## config.mk

```make
export PLATFORM = sky130hd
export DESIGN_NAME = instruction_fetch_queue
export DESIGN_NICKNAME = d
export VERILOG_FILES = /design/src/rtl/tomasulo_pkg.sv /design/src/rtl/ifq_fifo.sv /design/src/rtl/instruction_fetch_queue.sv
export SDC_FILE = /design/constraint.sdc
export NUM_CORES = 1
export LEC_CHECK = 0
export ABC_CLOCK_PERIOD_IN_PS = 3800
export CELL_PAD_IN_SITES_DETAIL_PLACEMENT = 1
export CELL_PAD_IN_SITES_GLOBAL_PLACEMENT = 1
export CORE_MARGIN = 4
export CORE_UTILIZATION = 51
export DETAILED_ROUTE_END_ITERATION = 12
export GPL_TIMING_DRIVEN = 1
export PLACE_DENSITY = 0.83
export SYNTH_ARGS = -nofsm -noshare
export SYNTH_HDL_FRONTEND = slang
export SYNTH_SLANG_ARGS = --single-unit
```

## constraint.sdc

```tcl
create_clock -name clk1 -period 3.8 [get_ports clk1]
set_input_delay 0.95 -clock clk1 [delete_from_list [all_inputs] [get_ports clk1]]
set_output_delay 0.95 -clock clk1 [all_outputs]
set_load 0.1 [all_outputs]
```

## src/rtl/tomasulo_pkg.sv

```systemverilog
// Shared definitions for the fetch/issue front end: fetch FSM encoding and default widths.
// Pure declarations, no latency or flow control of its own.
package tomasulo_pkg;
    localparam int INSTR_W_DEF = 16;
    localparam int ADDR_W_DEF  = 4;

    localparam logic [1:0] S_IDLE  = 2'd0;
    localparam logic [1:0] S_FETCH = 2'd1;
    localparam logic [1:0] S_DRAIN = 2'd2;
    localparam logic [1:0] S_DONE  = 2'd3;
endpackage

```

## src/rtl/ifq_fifo.sv

```systemverilog
// Synchronous FIFO of {pc,instr} entries with flush; push-to-head visibility is 1 cycle.
// Backpressure: a push into a full FIFO is taken only if the head pops in the same cycle.
module ifq_fifo #(
    parameter int W     = 20,
    parameter int DEPTH = 4,
    localparam int CW   = $clog2(DEPTH) + 1
) (
    input  logic         clk1,
    input  logic         rst,
    input  logic         push,
    input  logic [W-1:0] push_dat,
    input  logic         pop,
    input  logic         flush,
    output logic [W-1:0] head_dat,
    output logic [CW-1:0] count,
    output logic         full,
    output logic         empty
);
    localparam int PW = $clog2(DEPTH);

    logic [W-1:0]  mem [DEPTH];
    logic [PW-1:0] wr_ptr;
    logic [PW-1:0] rd_ptr;
    logic          do_push;
    logic          do_pop;

    assign empty    = (count == '0);
    assign full     = (count == CW'(DEPTH));
    assign do_pop   = pop && !empty;
    assign do_push  = push && (!full || do_pop);
    assign head_dat = mem[rd_ptr];

    always_ff @(posedge clk1) begin
        if (rst || flush) begin
            wr_ptr <= '0;
            rd_ptr <= '0;
            count  <= '0;
        end else begin
            if (do_push) wr_ptr <= wr_ptr + 1'b1;
            if (do_pop)  rd_ptr <= rd_ptr + 1'b1;
            case ({do_push, do_pop})
                2'b10:   count <= count + 1'b1;
                2'b01:   count <= count - 1'b1;
                default: count <= count;
            endcase
        end
    end

    always_ff @(posedge clk1) begin
        if (do_push && !(rst || flush)) mem[wr_ptr] <= push_dat;
    end
endmodule

```

## src/rtl/instruction_fetch_queue.sv

```systemverilog
// Instruction memory + autonomous fetch engine + in-order issue queue; start to first issue_valid is 2 cycles.
// Backpressure: issue_ready low stalls the head; fetch stops launching once queue plus in-flight read fills QDEPTH.
module instruction_fetch_queue
    import tomasulo_pkg::*;
#(
    parameter int INSTR_W = INSTR_W_DEF,
    parameter int ADDR_W  = ADDR_W_DEF,
    parameter int QDEPTH  = 4
) (
    input  logic                      clk1,
    input  logic                      rst,
    input  logic                      prog_we,
    input  logic [ADDR_W-1:0]         prog_addr,
    input  logic [INSTR_W-1:0]        prog_data,
    input  logic                      start,
    input  logic [ADDR_W-1:0]         start_pc,
    input  logic [ADDR_W-1:0]         end_pc,
    input  logic                      redirect,
    input  logic [ADDR_W-1:0]         redirect_pc,
    input  logic                      issue_ready,
    output logic                      issue_valid,
    output logic [INSTR_W-1:0]        issue_instr,
    output logic [ADDR_W-1:0]         issue_pc,
    output logic                      busy,
    output logic                      done,
    output logic [$clog2(QDEPTH):0]   q_count
);
    localparam int DEPTH = 2 ** ADDR_W;
    localparam int CW    = $clog2(QDEPTH) + 1;

    logic [INSTR_W-1:0]        mem [DEPTH];
    logic [1:0]                state;
    logic [ADDR_W-1:0]         pc;
    logic [ADDR_W-1:0]         last_pc;
    logic [ADDR_W-1:0]         rd_pc;
    logic [ADDR_W-1:0]         rd_addr;
    logic [INSTR_W-1:0]        rd_dat;
    logic                      inflight;
    logic                      idle_like;
    logic                      redir_go;
    logic                      start_go;
    logic                      launch;
    logic                      pop;
    logic                      fifo_full;
    logic                      fifo_empty;
    logic [ADDR_W+INSTR_W-1:0] head_dat;

    assign idle_like = (state == S_IDLE) || (state == S_DONE);
    assign redir_go  = redirect && !idle_like;
    assign start_go  = start && idle_like;
    assign pop       = issue_valid && issue_ready;
    assign rd_addr   = start_go ? start_pc : pc;

    // The in-flight read already owns a queue slot, so its data always has room on return.
    assign launch = start_go ||
                    ((state == S_FETCH) && !redir_go && !fifo_full &&
                     ((q_count + CW'(inflight)) < CW'(QDEPTH)));

    always_ff @(posedge clk1) begin
        if (prog_we && idle_like) mem[prog_addr] <= prog_data;
        if (launch)               rd_dat <= mem[rd_addr];
    end

    always_ff @(posedge clk1) begin
        if (rst) begin
            state    <= S_IDLE;
            pc       <= '0;
            last_pc  <= '0;
            rd_pc    <= '0;
            inflight <= 1'b0;
        end else if (redir_go) begin
            state    <= S_FETCH;
            pc       <= redirect_pc;
            inflight <= 1'b0;
        end else begin
            inflight <= launch;
            if (launch) begin
                rd_pc <= rd_addr;
                pc    <= rd_addr + 1'b1;
            end
            if (start_go) last_pc <= end_pc;
            case (state)
                S_IDLE, S_DONE: if (start_go) state <= (start_pc == end_pc) ? S_DRAIN : S_FETCH;
                S_FETCH:        if (launch && (pc == last_pc)) state <= S_DRAIN;
                S_DRAIN:        if (!inflight && fifo_empty) state <= S_DONE;
                default:        state <= S_IDLE;
            endcase
        end
    end

    ifq_fifo #(
        .W     (ADDR_W + INSTR_W),
        .DEPTH (QDEPTH)
    ) u_fifo (
        .clk1     (clk1),
        .rst      (rst),
        .push     (inflight),
        .push_dat ({rd_pc, rd_dat}),
        .pop      (pop),
        .flush    (redir_go),
        .head_dat (head_dat),
        .count    (q_count),
        .full     (fifo_full),
        .empty    (fifo_empty)
    );

    assign {issue_pc, issue_instr} = head_dat;
    assign issue_valid = !fifo_empty;
    assign busy        = (state == S_FETCH) || (state == S_DRAIN);
    assign done        = (state == S_DONE);
endmodule

```

==> results.cfg <==
[placement]
hpwl_mm = 27.00
portBuffers = 63
place.gp.congestion = 0.8058
place_inst = 1496

[pwr]
p_per_area_nw_per_um2 = 753.6
fin_total_pwr_mw = 13.41
vdd_drop_max_mv = 0.4614
p_leak_nw = 5.830

[grt]
grt_pass1_wl_mm = 68.14
track_usage_pct = 27.14
grt_overflow = 0
antenna_found_initial = 2
grt_max_degree = 63
grt_pass1_vias = 11000

[worst_setup_path]
crit_path_end_kind = output port
cpMostUsedCell = inv_1
path_cells = inv_1, ha_1, inv_1, buf_4
critPathMaxFanout = 19
slowest_delay_ns = 0.87
crit_path_start_kind = flip-flop
slowest_stage = ha_1
required_ns = 2.85
setup.worst_path.class = reg -> out
worstPathArrival_ns = 2.51

[clocking]
post_cts_buffers = 0
ctsHtreeMaxLevel = 2
cts_resized = 0
cts_tree = yes
clk_pin_slew_ns = 0.06
cts.sinks = 376
hold_buffers = 0
cts_buffers = 40
ctsLongestPathBuffers = 3
clock_latency_ns = 0.54
clockRootBuffer = clkbuf_16

[yosys]
ys_seq_elements = 376
synth_area_sq_um = 15440
synthFlopType = edfxtp_1
synthDominantCellAreaShare_pct = 68.47
syn_inst = 1065
async_reset_ff_share_pct = 0
avgSynthCellArea_sq_um = 14.50
yosysWarningCount = 0
synthDistinctLibCells = 64
yosys.area.top_type = edfxtp_1
synth_edf_count = 352
synth_seq_area_share_pct = 71.58
synth_fp_nets = 1113
synthTopCellsByArea = edfxtp_1 (68%), nand3_1 (5.0%), dfxtp_1 (3.1%)

[finish]
layout.nets = 1196
drive_gt1_share_pct = 15.76
layout_commonest_cell = edfxtp_1
final_cell_count_no_fill = 1565
mostFrequentLayoutCells = edfxtp_1 (352), nand3_1 (154), o21ai_0 (74)
syn_to_final_growth_pct = 15.25

[floorplanning]
ios = 64
row_count = 63
die_area_sq_um = 33120
die_h_um = 182.0
start_util_pct = 51.95
die_w_um = 182.0
coreArea_sq_um = 29720

[sta]
setup_viol = 0
slew_headroom_pct = 35.34
holdWs_ns = 0.4724
drv_slew = 0
worst_slew_pin_slew_ns = 0.9668
grt_setup_unrepaired = no
finalCriticalPeriod_ns = 3.460
clock.fmax_mhz = 289.0
period_share_pct = 91.06
skew_ns = 0.01357
setup_tns_ns = 0
hold_violations = 0

[routing]
vias_per_cell = 6.594
drt_iter0_drc = 1408
wire_per_inst_um = 28.99
drt_pass1_iterations = 5
vias = 10320
ant_nets = 0
drt_wl_total_mm = 45.37
drc = 0

[run]
maxCapViolCount = 0

[status]
status = finished, final reports clean

[min_path]
holdCritPathClass = reg -> reg
-- flip-flops by register name (all words and copies together) (netlist names), named ones only --
signal and flops:
inflight 1, pc 4, rd_dat 16, state 2, u_fifo.mem 80, u_fifo.rd_ptr 2
last_pc 4, u_fifo.count 3, rd_pc 4, u_fifo.wr_ptr 2, mem 256
-- layout make-up --
class	instances	area [sq um]
Sequential cell	376	11050
Clock buffer	54	1095
Fill cell	2764	11920
Clock inverter	14	116.4
Multi-Input combinational cell	602	3950
Inverter	12	47.55
Timing Repair Buffer	116	1044
Antenna cell	1	2.502
Tap cell	390	488.0
-- critical path: cells and delay by family (launching register included) --
family | cells | cell delay [ns]
fa+ha+maj | 1 | 0.87
buf+inv | 3 | 0.71
flops | 1 | 0.40
-- cells in the mapped netlist, types with 22 or more instances --
master      n
a211oi_1   24
nor3_1     25
nand2_1    50
buf_2      32
nor2_1     27
a21oi_1    28
nand3_1   154
edfxtp_1  352
and3_1     22
o21ai_0    74
dfxtp_1    24
clkbuf_1   22
-- through the flow --
step / utilization (%) / cell area [sq um] / setup WS [ns]
5_1_grt: 59.88 / 17790 / 0.2731
3_3_place_gp: 55.79 / 16580 / 0.5068
4_1_cts: 59.87 / 17790 / 0.3882
2_1_floorplan: - / 15440 / 0.5202
3_5_place_dp: 55.79 / 16580 / 0.4324
6_report: 59.88 / 17790 / 0.3399
-- cells by family after synthesis --
family / after synthesis / synth area share (%)
flip-flops: 376 / 71.58
AND/OR/NAND/NOR: 320 / 10.58
AO/OA/AOI/OAI: 230 / 9.693
buffers and inverters: 87 / 3.072
multiplexers: 24 / 3.201
XOR/XNOR: 18 / 1.021
adder cells (fa/ha/maj): 10 / 0.8591
-- layer usage --
metal / wire length [um] / up-vias / track usage [%]
li1: - / 4363 / -
met1: 17390 / 5308 / 34.87
met2: 22910 / 527 / 46.71
met3: 3253 / 121 / 4.547
met4: 1815 / 0 / 10.06
met5: 0 / - / 0
-- report_power, final --
part           internal (mW)  switching, mW
Combinational           1.30           3.05
Clock                   2.14           1.55
Sequential              5.05          0.313
Total                   8.50           4.91
-- path summary, 6_finish.rpt --
check,slack [ns],start,cells past startpoint,to
max,0.34,state[0],4,busy
min,0.47,last_pc[3],2,last_pc[3]
max reg2reg,0.51,state[0],8,rd_dat[14]
min reg2reg,0.47,last_pc[3],2,last_pc[3]
No activity file was read; power rests on OpenSTA's default activity.
